`src/rtl/id_ex_stage.sv`:
```
// id_ex_stage: ID/EX pipeline register with load-use stall, branch flush and ECALL drain-and-halt FSM.
// Optional feature macro HAZARD_STALL_EN enables hardware load-use stall detection.
module id_ex_stage #(
  parameter int DRAIN_CYCLES = 3,
  parameter int BUBBLE_CNT_W = 16
) (
  input  logic                    clk,
  input  logic                    rst,
  input  logic                    id_valid,
  input  logic [31:0]             id_pc,
  input  logic [4:0]              id_opcode,
  input  logic [2:0]              id_func3,
  input  logic                    id_func7,
  input  logic [4:0]              id_rs1,
  input  logic [4:0]              id_rs2,
  input  logic [4:0]              id_rd,
  input  logic [31:0]             id_imm,
  input  logic [3:0]              id_dm_w_en,
  input  logic                    id_wb_en,
  input  logic                    id_jb_src1_sel,
  input  logic                    id_alu_src1_sel,
  input  logic                    id_alu_src2_sel,
  input  logic                    id_wb_sel,
  input  logic                    id_ecall,
  input  logic                    ex_branch_taken,
  output logic                    stall_id,
  output logic                    ex_valid,
  output logic [31:0]             ex_pc,
  output logic [31:0]             ex_imm,
  output logic [4:0]              ex_opcode,
  output logic [2:0]              ex_func3,
  output logic                    ex_func7,
  output logic [4:0]              ex_rs1,
  output logic [4:0]              ex_rs2,
  output logic [4:0]              ex_rd,
  output logic [3:0]              ex_dm_w_en,
  output logic                    ex_wb_en,
  output logic                    ex_jb_src1_sel,
  output logic                    ex_alu_src1_sel,
  output logic                    ex_alu_src2_sel,
  output logic                    ex_wb_sel,
  output logic                    ex_ecall,
  output logic                    halt,
  output logic [BUBBLE_CNT_W-1:0] bubble_cnt
);
  localparam int CW = DRAIN_CYCLES > 1 ? $clog2(DRAIN_CYCLES) : 1;
  typedef enum logic [1:0] {RUN, DRAIN, HALT} state_t;
  state_t r_state, w_state_nxt;
  logic [CW-1:0] r_drain, w_drain_nxt;
  logic w_ecall_ex, w_busy, w_load_use, w_bubble;
  assign w_ecall_ex = ex_valid & ex_ecall;
  assign w_busy     = (r_state != RUN) | w_ecall_ex;
`ifdef HAZARD_STALL_EN
  logic w_rs1_used, w_rs2_used;
  assign w_rs1_used = !(id_opcode inside {5'b01101, 5'b00101, 5'b11011});
  assign w_rs2_used = id_opcode inside {5'b01100, 5'b11000, 5'b01000};
  assign w_load_use = ex_valid & ex_wb_sel & (ex_rd != 5'd0) & id_valid &
                      ((w_rs1_used & (id_rs1 == ex_rd)) | (w_rs2_used & (id_rs2 == ex_rd)));
`else
  assign w_load_use = 1'b0;
`endif
  // A flush discards the ID instruction, so a coincident load-use need not hold it.
  assign stall_id = w_busy | (w_load_use & ~ex_branch_taken);
  assign w_bubble = w_busy | ex_branch_taken | w_load_use;
  assign halt     = r_state == HALT;
  // Next state: enter DRAIN on a valid ECALL in EX, count down, then park in HALT.
  always_comb begin
    w_state_nxt = r_state;
    w_drain_nxt = r_drain;
    if (r_state == RUN && w_ecall_ex) begin
      w_state_nxt = DRAIN;
      w_drain_nxt = CW'(DRAIN_CYCLES - 1);
    end else if (r_state == DRAIN) begin
      w_state_nxt = r_drain == '0 ? HALT : DRAIN;
      w_drain_nxt = r_drain == '0 ? r_drain : r_drain - 1'b1;
    end
  end
  // State and drain counter registers.
  always_ff @(posedge clk) begin
    if (rst) begin
      r_state <= RUN;
      r_drain <= '0;
    end else begin
      r_state <= w_state_nxt;
      r_drain <= w_drain_nxt;
    end
  end
  // EX register: bubble on reset/drain/flush/stall, else latch ID with control gated by id_valid.
  always_ff @(posedge clk) begin
    if (rst || w_bubble) begin
      ex_valid        <= 1'b0;
      ex_pc           <= '0;
      ex_imm          <= '0;
      ex_opcode       <= '0;
      ex_func3        <= '0;
      ex_func7        <= 1'b0;
      ex_rs1          <= '0;
      ex_rs2          <= '0;
      ex_rd           <= '0;
      ex_dm_w_en      <= '0;
      ex_wb_en        <= 1'b0;
      ex_jb_src1_sel  <= 1'b0;
      ex_alu_src1_sel <= 1'b0;
      ex_alu_src2_sel <= 1'b0;
      ex_wb_sel       <= 1'b0;
      ex_ecall        <= 1'b0;
    end else begin
      ex_valid        <= id_valid;
      ex_pc           <= id_pc;
      ex_imm          <= id_imm;
      ex_opcode       <= id_opcode;
      ex_func3        <= id_func3;
      ex_func7        <= id_func7;
      ex_rs1          <= id_rs1;
      ex_rs2          <= id_rs2;
      ex_rd           <= id_rd;
      ex_dm_w_en      <= id_valid ? id_dm_w_en : 4'b0000;
      ex_wb_en        <= id_valid & id_wb_en;
      ex_jb_src1_sel  <= id_jb_src1_sel;
      ex_alu_src1_sel <= id_alu_src1_sel;
      ex_alu_src2_sel <= id_alu_src2_sel;
      ex_wb_sel       <= id_wb_sel;
      ex_ecall        <= id_valid & id_ecall;
    end
  end
  // Saturating count of inserted bubbles.
  always_ff @(posedge clk) begin
    if (rst) bubble_cnt <= '0;
    else if (w_bubble && !(&bubble_cnt)) bubble_cnt <= bubble_cnt + 1'b1;
  end
endmodule
```
`config.mk`:
```
export PLATFORM = sky130hd
export DESIGN_NAME = id_ex_stage
export DESIGN_NICKNAME = d
export VERILOG_FILES = /design/src/rtl/id_ex_stage.sv
export SDC_FILE = /design/constraint.sdc
export NUM_CORES = 1
export LEC_CHECK = 0
export BUFFER_PORTS_ARGS = -buffer_cell sky130_fd_sc_hd__buf_2
export CAP_MARGIN = 20
export CORE_ASPECT_RATIO = 2
export CORE_MARGIN = 8
export CORE_UTILIZATION = 43
export DETAILED_ROUTE_END_ITERATION = 6
export PLACE_DENSITY = 0.79
export SLEW_MARGIN = 20
export SYNTH_ARGS = -nofsm -noshare
export SYNTH_HDL_FRONTEND = slang
export SYNTH_SLANG_ARGS = --single-unit
```
`constraint.sdc`:
```
create_clock -name clk -period 2.4 [get_ports clk]
set_input_delay 0.24 -clock clk [delete_from_list [all_inputs] [get_ports clk]]
set_output_delay 0.24 -clock clk [all_outputs]
set_load 0.02 [all_outputs]
```
After elaboration in Yosys (flattened, before gate mapping)
Index checks and enable logic that the tools add are counted.
W data, S select, Z words.
- multipliers: 0
- bitwise logic cells: 7
- $add $sub $neg: 2
- shift-type cells: 0
- reductions and logical operators: 13
- $lt $le $gt $ge: 0
- divide/modulo/power cells: 0
- equal/unequal tests: 3
- muxes and demuxes: 6
- operator list (kind ; number):
    $add A16 B1 Y16 const B ; 1
    $reduce_and A16 Y1 ; 1
    $mux W2 ; 4
    $logic_not A2 Y1 ; 2
    $reduce_and A2 Y1 ; 2
    $reduce_bool A2 Y1 ; 2
    $reduce_or A2 Y1 ; 2
    $and A1 B1 Y1 ; 3
    $eq A2 B1 Y1 const B ; 1
    $eq A2 B2 Y1 const B ; 1
    $logic_and A1 B1 Y1 ; 2
    $mux W1 ; 2
    $ne A2 B2 Y1 const B ; 1
    $not A1 Y1 ; 2
    $or A1 B1 Y1 ; 2
    $sub A2 B1 Y2 const B ; 1
    $logic_not A1 Y1 ; 1
    $logic_or A1 B1 Y1 ; 1
- input bits: 102
- word-level logic and storage cells: 52
- output and inout port bits: 117
- memory bits (writable): 0
- latch bits: 0
- bits in read-only memories: 0
- memories: 0
- bits in registers: 119

Longest topological paths before layout
Gate-level depths: netlist (run 1).
- depth after elaboration: 5
- gate-level depth with buffers: 6

Least setup slack after synthesis (run 1)
No wires, ideal clock.
- kind: flip-flop to flip-flop
- start: register ex_valid
- end: register bubble_cnt[11]
- cell stages (with the launch flop): 5
- clock period less this slack: 1.799 ns
- slack: 0.601 ns
- data required time: 2.279 ns
- path buffers: 0
- library setup time: 0.121 ns
- arrival time: 1.678 ns
- cells stage by stage: dfxtp_1 > a2111o_1 > nand4_2 > nor4b_1 > mux2_2
- word-level cells in the longest chain between the ends: 4
- ends and longest elaborated chain (element ; line ; source):
    start, declared ; 27 ; output logic ex_valid,
    start signal, assigned ; 108 ; ex_valid <= id_valid;
    $and A1 B1 Y1 ; 51 ; assign w_ecall_ex = ex_valid & ex_ecall;
    $or A1 B1 Y1 ; 52 ; assign w_busy = (r_state != RUN) | w_ecall_ex;
    $or A1 B1 Y1 ; 64 ; assign w_bubble = w_busy | ex_branch_taken | w_load_use;
    $logic_and A1 B1 Y1 ; 129 ; else if (w_bubble && !(&bubble_cnt)) bubble_cnt <= bubble_cnt + 1'b1;
    end signal, assigned ; 129 ;
    end, declared ; 44 ; output logic [BUBBLE_CNT_W-1:0] bubble_cnt
Every way passes these cells.
A chain may end at the register's enable or synchronous reset.

Final worst setup path (run 1)
- start: register r_state[1]
- end: register bubble_cnt[11]
- word-level cells in the longest chain between the ends: 4
- ends and longest elaborated chain (element ; line ; source):
    start, declared ; 48 ; state_t r_state, w_state_nxt;
    start signal, assigned ; 84 ; r_state <= w_state_nxt;
    $reduce_bool A2 Y1 ; 52 ;
    $or A1 B1 Y1 ; 52 ;
    $or A1 B1 Y1 ; 64 ;
    $logic_and A1 B1 Y1 ; 129 ;
Every way passes these cells.

==> impl_metrics.csv, run 1 <==
group,metric,value,unit
outcome,status,"finished clean",
routing,drt-total-wl,10900,um
final_layout,regArea,2380,sq um
routing,drt_iter0_markers,116,
cts,tritoncts_num_sinks,119,
cts,clk-insertion-delay-late,0.40,ns
die,std_cell_rows,48,
synth,post_synthesis_adder_cell_area_fraction,0.335,%
synth,netlist_instances,339,
sta,rsz_0062_raised_after_global_routing,"false",
sta,max_freq,0.529,GHz
power,cellInternalPower,3.61,mW
synth,synth_cell_types,38,
synth,synth_seq_area_share,63.8,%
job,max_cap_check_violation_count,0,
sta,holdWs,0.0394,ns
routing,dr_vias_cell,4.71,
place,dpl_cell_area,4910,sq um
setup_path,critPathArrivalTime,2.18,ns
cts,cts.htree.levels,4,
setup_path,critical_path_peak_fanout,10,
place,total_of_buffers_placed_on_input_and_output_ports,218,
sta,final-hold-violation-count,0,
global_routing,antenna_found_initial,1,
place,place.gp.congestion,0.920,
sta,finalSetupViolations,0,
power,power_frac_seq,44.7,%
global_routing,first_global_vias,3336,
synth,syn_nets,442,
power,power_frac_clock,47.9,%
sta,final_max_slew_viol_count,0,
final_layout,nFillCells,694,
sta,slew_headroom,59.2,%
setup_path,endpoint_kind,"flip-flop",
synth,post_synth_xor_area_fraction,0,%
synth,synth_simple_gate_area_share,26.4,%
sta,fin_crit_sh,78.7,%
final_layout,multi_input_gate_area_in_the_final_layout,1270,sq um
synth,synth_top_family_by_area,"simple AND/OR/NAND/NOR gates",
synth,postSynthAreaPerCell,11.0,sq um
global_routing,grt_max_degree,100,
synth,ys_warn_count,0,
cts,cts-root-to-sink-buffers,2,
setup_path,worstPathRequired,2.69,ns
setup_path,cp-start-kind,"flip-flop",
cts,clk_root_buffer_cell,"clkbuf_16",
setup_path,critPathKind,"flip-flop to flip-flop",
final_layout,layout-area-overhead-vs-synth,46.0,%
routing,detail-route-antenna-nets,0,
global_routing,grt_remaining_overflow,0,
global_routing,grt_pass1_wl,16700,um
final_layout,layout.nets,665,
global_routing,grt_util_all_layers,18.2,%
power,netSwitchingPower,1.04,mW
cts,cts_inserted_buffers,17,
power,share_comb_of_total_power,7.4,%
place,detail_placement_hpwl,8680,um
cts,cts_tree,"built",
synth,yosys_register_bits,119,
synth,synth-compound-area-share,5.46,%
routing,detail_route.wl_per_cell,16.1,um
power,powerDensity,853,nW/um^2
power,sw_frac_of_total,22.4,%
sta,final.setup_skew,0.0108,ns
routing,drt_pass_1_iters,4,
sta,sum_of_negative_setup_slack,0,ns
die,core-area,8530,sq um
cts,path_clk_slew,0.06,ns
die,floorplan.initialDensity,43.8,%
synth,synth_area,3730,sq um
sta,max_slew.worst_pin.slew,0.596,ns
die,die_h,148,um
die,fp.dieW,81.9,um
cts,cts_resized,0,
final_layout,design_area,5450,sq um
power,power.ir.vdd_worst,0.000546,V
power,report.power.total,4.65,mW
synth,muxShareOfSynthArea,1.78,%
final_layout,drive_above_1_share,45.5,%
die,die_outline_area,12100,sq um
cts,hold_buffers,0,
die,ioPinCount,219,
worst_hold_path,min-delay-path-class,"input pin to flip-flop",
cts,post-cts-setup-buffer-count,0,
routing,dr_total_vias,3175,
sta,period_minus_slack,1.89,ns
routing,drc_errors,0,
power,power.leakage,2.75,nW
## cell families after synthesis
| logic type | after synthesis |
|---|---|
| and+or+nand+nor | 162 |
| DFF | 119 |
| adders and majority gates | 1 |
| AOI/OAI and AO/OA | 31 |
| buffers and inverters | 20 |
| muxes | 6 |
## per-layer routing
metal	share of wire [%]	vias to the layer above	GRT usage (%)	wire [um]
met5	0	-	0	0
met4	2.1	0	8.67	228
met3	10	18	8.39	1090
met2	55	156	31.8	5960
met1	33	1435	16.8	3600
li1	-	1566	-	-
## worst paths after layout
check                 startpoint              to  slack [ns]  cells past startpoint
hold / removal       id_func3[2]     ex_func3[2]        0.04                      2
hold reg to reg   bubble_cnt[15]  bubble_cnt[15]        0.48                      1
setup reg to reg      r_state[1]  bubble_cnt[11]        0.51                      4
setup / recovery      r_state[1]  bubble_cnt[11]        0.51                      4
## sequential cells by signal (all words and copies together), names as in the netlist
| register | flops |
|---|---|
| bubble_cnt | 16 |
| ex_alu_src1_sel | 1 |
| ex_alu_src2_sel | 1 |
| ex_dm_w_en | 4 |
| ex_ecall | 1 |
| ex_func3 | 3 |
| ex_func7 | 1 |
| ex_imm | 32 |
| ex_jb_src1_sel | 1 |
| ex_opcode | 5 |
| ex_pc | 32 |
| ex_rd | 5 |
| ex_rs1 | 5 |
| ex_rs2 | 5 |
| ex_valid | 1 |
| ex_wb_en | 1 |
| ex_wb_sel | 1 |
| r_drain | 2 |
| r_state | 2 |
## metrics by stage
stage | worst slack [ns] | util [%] | cells
after floorplan | 0.601 | - | 339
after global placement | 0.601 | 57.6 | 643
after detailed placement | 0.517 | 57.6 | 643
after CTS | 0.510 | 63.9 | 673
after global routing | 0.326 | 63.9 | 673
final | 0.510 | 63.9 | 674
## power by group through the flow
stage / Sequential [mW] / Combinational, mW / Clock, mW
after floorplan: 2.21 / 0.0812 / 0
after global placement: 2.11 / 0.341 / 0
after detailed placement: 2.12 / 0.351 / 0
after CTS: 2.08 / 0.351 / 2.28
after global routing: 2.08 / 0.375 / 2.37
final: 2.08 / 0.344 / 2.23
## layout by cell type (no fill, tap or decap), types with 6 or more instances in the layout
| cell | count |
|---|---|
| nand2_1 | 7 |
| dfxtp_1 | 119 |
| a21oi_1 | 13 |
| nor2b_1 | 6 |
| and3_1 | 7 |
| nand4_1 | 7 |
| buf_2 | 218 |
| and2_1 | 94 |
| clkbuf_16 | 17 |
| nor2_1 | 16 |
## synthesized netlist by cell type
cell type,n,area [sq um]
or4_1,4,30.0
and3_1,7,43.8
nand3_2,1,10.0
a2111oi_0,1,8.76
and4_1,1,8.76
mux2i_1,1,10.0
nand2_1,7,26.3
nand4_2,2,25.0
nor3_1,4,20.0
or2_0,1,6.26
clkbuf_1,10,37.5
a31oi_1,1,6.26
nand2b_1,2,12.5
ha_1,1,12.5
o21ai_0,2,10.0
or3_1,1,6.26
nor4_1,1,6.26
clkbuf_2,2,10.0
a41o_1,1,10.0
nor2b_1,6,37.5
a211oi_1,5,37.5
o21bai_1,1,7.51
buf_1,1,3.75
nor4_2,1,12.5
nand4_1,7,43.8
o31ai_1,5,37.5
nor2_1,16,60.1
and2_1,94,588
nor2_4,1,11.3
inv_1,3,11.3
nand3_1,4,20.0
a2111o_1,1,11.3
o31a_2,1,10.0
a21oi_1,13,65.1
buf_2,4,20.0
mux2_2,5,56.3
dfxtp_1,119,2380
nor4b_1,2,17.5
## worst max-delay path: stages (launching register included)
cell      delay [ns]
dfxtp_1         0.48
a2111o_1        0.36
nand4_2         0.23
nor4b_1         0.35
mux2_2          0.37
## layout make-up
type	instances	area share (%)
Sequential cell	119	43.7
Multi-Input combinational cell	200	23.3
Inverter	3	0.207
Timing Repair Buffer	221	20.7
Antenna cell	1	0.0459
Tap cell	100	2.30
Clock buffer	22	8.88
Clock inverter	8	0.918
(Power assumes the default switching activity.)
==> run 2, diff against run 1 <==
==> constraint.sdc (replaced) <==
create_clock -name clk -period 1.8 [get_ports clk]
set_input_delay 0.18 -clock clk [delete_from_list [all_inputs] [get_ports clk]]
set_output_delay 0.18 -clock clk [all_outputs]
set_load 0.02 [all_outputs]
==> run 2 against run 1 <==
Against the previous run:
- sequential power rose by 33%
- clock power up 46%
- non-clock buffer count is 103 higher
- sequential share of layout area shrank 7.1 points
- global-route usage grew 5.2 points
- largest power group unchanged
==> impl_metrics.csv, run 2 (synthesized netlist as in run 1, its figures left out) <==
group,metric,value,unit
power,power.leakage,3.21,nW
worst_hold_path,whs_path_depth,2,
cts,clk_root_buffer_cell,"clkbuf_16",
routing,dr_vias_cell,4.83,
sta,final_max_slew_viol_count,0,
cts,cts_inserted_buffers,17,
final_layout,layout_top_registers,"ex_imm (32), ex_pc (32), bubble_cnt (16)",
sta,slew_headroom,74.4,%
sta,holdWs,0.0242,ns
setup_path,critical_path_peak_fanout,5,
routing,drt_iter0_markers,139,
sta,max_slew.worst_pin.slew,0.374,ns
cts,post-cts-setup-buffer-count,0,
final_layout,layout-area-overhead-vs-synth,74.4,%
setup_path,endpoint_kind,"flip-flop",
cts,cts.htree.levels,4,
place,dpl_cell_area,5020,sq um
global_routing,antenna_found_initial,2,
routing,drt_pass_1_iters,4,
power,report.power.total,6.68,mW
final_layout,layout.nets,768,
die,floorplan.initialDensity,43.8,%
setup_path,worst_path_max_delay_cell,"mux2_2",
sta,final.setup_skew,0.0147,ns
cts,clk-insertion-delay-late,0.40,ns
sta,period_minus_slack,1.71,ns
sta,fin_crit_sh,94.8,%
final_layout,mostFrequentLayoutCells,"buf_2 (218), dfxtp_1 (117), and2_1 (94)",
routing,detail-route-antenna-nets,0,
place,place.gp.congestion,0.890,
place,detail_placement_hpwl,8910,um
setup_path,r2r.worst_path.cells,4,
die,core-area,8530,sq um
die,die_h,148,um
die,std_cell_rows,48,
routing,dr_total_vias,3771,
cts,cts-root-to-sink-buffers,2,
die,fp.dieW,81.9,um
die,die_outline_area,12100,sq um
worst_hold_path,min_delay_worst_endpoint,"ex_dm_w_en[1]",
global_routing,grt_max_degree,62,
final_layout,utilization,76.3,%
place,total_of_buffers_placed_on_input_and_output_ports,218,
setup_path,worstPathRequired,2.09,ns
sta,finalSetupViolations,0,
worst_hold_path,hold_path_startpoint,"id_dm_w_en[1]",
cts,path_clk_slew,0.06,ns
global_routing,grt_remaining_overflow,0,
cts,tritoncts_num_sinks,119,
setup_path,critical_path.reg2reg.startpoint,"bubble_cnt[5]",
global_routing,grt_util_all_layers,23.4,%
global_routing,first_global_vias,4151,
routing,drc_errors,0,
final_layout,drive_above_1_share,41.2,%
setup_path,rr_endpoint,"bubble_cnt[7]",
routing,detail_route.wl_per_cell,18.1,um
sta,sum_of_negative_setup_slack,0,ns
power,powerDensity,1030,nW/um^2
final_layout,layout.cells.most_common,"buf_2",
setup_path,critPathArrivalTime,1.99,ns
setup_path,r2r_setup_slack,0.09,ns
outcome,status,"finished clean",
sta,max_freq,0.586,GHz
setup_path,slowest_stage_delay_on_critical_path,0.39,ns
final_layout,design_area,6510,sq um
setup_path,critPathKind,"flip-flop to flip-flop",
cts,cts_tree,"built",
setup_path,cp-start-kind,"flip-flop",
sta,final-hold-violation-count,0,
worst_hold_path,min-delay-path-class,"input pin to flip-flop",
routing,drt-total-wl,14100,um
final_layout,nFillCells,549,
global_routing,grt_pass1_wl,21500,um
die,ioPinCount,219,
sta,rsz_0062_raised_after_global_routing,"false",
setup_path,critical_path.cell_chain,"and4_1 -> and2_1 -> a211oi_1 -> mux2_2",
power,power.ir.vdd_worst,0.000821,V
job,max_cap_check_violation_count,0,
[run 2: changes by cell type in the layout (fill, tap and decap cells not counted), moves of 2 or more]
cell	change
buf_4	+12
clkbuf_8	-3
dlygate4sd3_1	+90
dfxtp_2	+2
bufinv_16	+2
dfxtp_1	-2
[run 2: worst max path at each step]
stage	from	end	slack, ns	cells past startpoint
2_1_floorplan	ex_valid	bubble_cnt[11]	0.001	4
3_3_place_gp	ex_valid	bubble_cnt[9]	0.15	5
3_5_place_dp	ex_ecall	bubble_cnt[9]	0.10	5
4_1_cts	ex_valid	bubble_cnt[9]	0.10	5
5_1_grt	bubble_cnt[5]	bubble_cnt[7]	0.02	4
6_report	bubble_cnt[5]	bubble_cnt[7]	0.09	4
[run 2: final cells by class]
type	count	area (sq um)	area share [%]
diodes	2	5.00	0.0769
clock inverters	13	131	2.02
inverters	3	11.3	0.173
multi-input cells	200	1270	19.6
well taps	100	125	1.92
repair buffers	324	2140	32.8
flip-flops and latches	119	2380	36.6
clock buffers	19	443	6.80
[run 2: worst max-delay path: cells and delay by family (launching register included)]
family	cells	cell delay, ns
flops	1	0.33
simple gates	2	0.52
compound gates	1	0.35
mux	1	0.39
[run 2: routing by layer]
layer  track usage (%)  share of wire [%]  vias up
li1                  -                  -     1778
met1              22.3                 34     1770
met2              39.7                 53      175
met3              9.55                7.9       48
met4              14.3                4.9        0
met5                 0                  0        -
[run 2: per-stage QoR]
stage,instances,setup slack [ns]
finish,780,0.0939
global route,780,0.0218
CTS,778,0.102
detailed placement,656,0.101
global placement,656,0.146
floorplan,339,0.00139
[run 2: power by group]
group	switching, mW	internal [mW]
logic	0.322	0.345
clock network	1.19	2.06
registers	0.0321	2.73
total	1.54	5.14
[run 2: what timing repair did]
action,CTS,global route
hold endpoints to repair,90,0
hold buffers,90,0
gates resized for setup,0,4
setup endpoints to repair,0,3
==> run 3, diff against run 2 <==
--- a/config.mk
+++ b/config.mk
@@ -11,7 +11,7 @@
 export CORE_MARGIN = 8
 export CORE_UTILIZATION = 43
 export DETAILED_ROUTE_END_ITERATION = 6
-export PLACE_DENSITY = 0.79
+export PLACE_DENSITY = 0.8
 export SLEW_MARGIN = 20
 export SYNTH_ARGS = -nofsm -noshare
 export SYNTH_HDL_FRONTEND = slang
==> run 3 against run 2 <==
Against the previous run:
- total power is 2.9% higher
- largest power group unchanged
- global-route usage is 1.3 points higher
- first-iteration DRC count is 2.2% lower
- sequential power hardly changed
- die area stayed put
- hold slack worse by 0.014 ns
- cell area is 0.33% higher
- sequential cell count stayed put
==> impl_metrics.csv, run 3 (synthesized netlist as in run 1, its figures left out) <==
group,metric,value,unit
outcome,status,"finished clean",
place,total_of_buffers_placed_on_input_and_output_ports,218,
power,power.ir.vdd_worst,0.000770,V
global_routing,grt_max_degree,61,
sta,finalSetupViolations,0,
final_layout,layout-area-overhead-vs-synth,75.0,%
sta,final-hold-violation-count,0,
worst_hold_path,hold_path_startpoint,"id_rs2[3]",
die,std_cell_rows,48,
routing,drt-total-wl,14700,um
setup_path,worstPathRequired,2.12,ns
final_layout,drive_above_1_share,40.8,%
routing,drt_pass_1_iters,4,
die,ioPinCount,219,
setup_path,critical_path.reg2reg.startpoint,"ex_valid",
final_layout,nFillCells,526,
sta,period_minus_slack,1.73,ns
setup_path,critical_path_peak_fanout,6,
setup_path,critPathKind,"flip-flop to flip-flop",
routing,drc_errors,0,
cts,clk_root_buffer_cell,"clkbuf_16",
cts,post-cts-setup-buffer-count,0,
sta,final_max_slew_viol_count,0,
cts,clk-insertion-delay-late,0.40,ns
global_routing,grt_util_all_layers,24.7,%
sta,fin_crit_sh,96.2,%
sta,rsz_0062_raised_after_global_routing,"false",
setup_path,critPathArrivalTime,2.05,ns
routing,dr_vias_cell,4.83,
global_routing,antenna_found_initial,3,
routing,detail-route-antenna-nets,0,
die,die_h,148,um
setup_path,endpoint_kind,"flip-flop",
place,detail_placement_hpwl,9200,um
final_layout,layout.nets,767,
worst_hold_path,min_delay_worst_endpoint,"ex_rs2[3]",
cts,tritoncts_num_sinks,119,
cts,cts_inserted_buffers,17,
die,core-area,8530,sq um
global_routing,grt_remaining_overflow,0,
final_layout,mostFrequentLayoutCells,"buf_2 (218), dfxtp_1 (117), and2_1 (94)",
final_layout,layout.cells.most_common,"buf_2",
sta,slew_headroom,70.8,%
global_routing,first_global_vias,4230,
setup_path,rr_endpoint,"bubble_cnt[9]",
sta,final.setup_skew,0.00805,ns
place,place.gp.congestion,0.880,
cts,cts_tree,"built",
routing,drt_iter0_markers,136,
power,power.leakage,3.22,nW
cts,cts.htree.levels,4,
worst_hold_path,whs_path_depth,2,
routing,dr_total_vias,3765,
cts,path_clk_slew,0.05,ns
setup_path,r2r_setup_slack,0.07,ns
die,fp.dieW,81.9,um
die,die_outline_area,12100,sq um
worst_hold_path,min-delay-path-class,"input pin to flip-flop",
sta,sum_of_negative_setup_slack,0,ns
power,report.power.total,6.87,mW
power,powerDensity,1050,nW/um^2
sta,max_freq,0.577,GHz
sta,max_slew.worst_pin.slew,0.438,ns
setup_path,r2r.worst_path.cells,5,
global_routing,grt_pass1_wl,22300,um
setup_path,cp-start-kind,"flip-flop",
final_layout,layout_top_registers,"ex_imm (32), ex_pc (32), bubble_cnt (16)",
cts,cts-root-to-sink-buffers,2,
routing,detail_route.wl_per_cell,18.9,um
job,max_cap_check_violation_count,0,
die,floorplan.initialDensity,43.8,%
==> run 3: worst max-delay path by stage <==
stage | startpoint | end | slack, ns | cells past startpoint
2_1_floorplan | ex_valid | bubble_cnt[11] | 0.001 | 4
3_3_place_gp | bubble_cnt[10] | bubble_cnt[13] | 0.16 | 4
6_report | ex_valid | bubble_cnt[9] | 0.07 | 5
4_1_cts | ex_ecall | bubble_cnt[9] | 0.003 | 5
3_5_place_dp | ex_ecall | bubble_cnt[9] | 0.09 | 5
5_1_grt | bubble_cnt[11] | bubble_cnt[13] | 0.007 | 4
==> run 3: where the power goes <==
part           switching [mW]  internal (mW)  leakage (nW)  total [mW]
registers              0.0327           2.73         0.975        2.77
logic                   0.326          0.343          1.96       0.670
clock network            1.19           2.24         0.289        3.44
==> run 3: per-layer routing <==
metal	track usage (%)	part of all wire (%)
met2	44.4	55
met3	9.79	9.0
met5	0	0
met1	21.7	32
met4	14.2	4.1
==> run 3: stage by stage <==
step | setup WS (ns) | utilization (%) | hold WS [ns] | instance area, sq um | cells
2_1_floorplan | 0.00139 | - | 0.302 | 3730 | 339
4_1_cts | 0.00310 | 76.5 | 0.000774 | 6520 | 776
5_1_grt | 0.00726 | 76.6 | 0.00776 | 6530 | 779
3_5_place_dp | 0.0918 | 58.8 | 0.381 | 5020 | 655
6_report | 0.0682 | 76.6 | 0.0104 | 6530 | 779
3_3_place_gp | 0.161 | 58.8 | 0.378 | 5020 | 655
==> run 3: final cells by class <==
| class | instances | area [sq um] | share of cell area, % |
|---|---|---|---|
| repair buffers | 323 | 2130 | 32.6 |
| clock buffers | 20 | 457 | 6.99 |
| multi-input cells | 200 | 1270 | 19.4 |
| well taps | 100 | 125 | 1.92 |
| flip-flops and latches | 119 | 2380 | 36.5 |
| inverters | 3 | 11.3 | 0.172 |
| diodes | 3 | 7.51 | 0.115 |
| clock inverters | 11 | 149 | 2.28 |
==> run 3: worst max-delay path, cell delays in order, from the launching register on <==
cell and delay, ns:
dfxtp_2 0.37, a2111oi_0 0.11, buf_4 0.16, or3_1 0.38
or4_1 0.43, a21oi_1 0.20
==> run 3: what timing repair did <==
action,CTS,global route
resized for setup,0,3
endpoints found under the setup margin,0,2
hold buffers,90,0
hold endpoints to repair,90,0
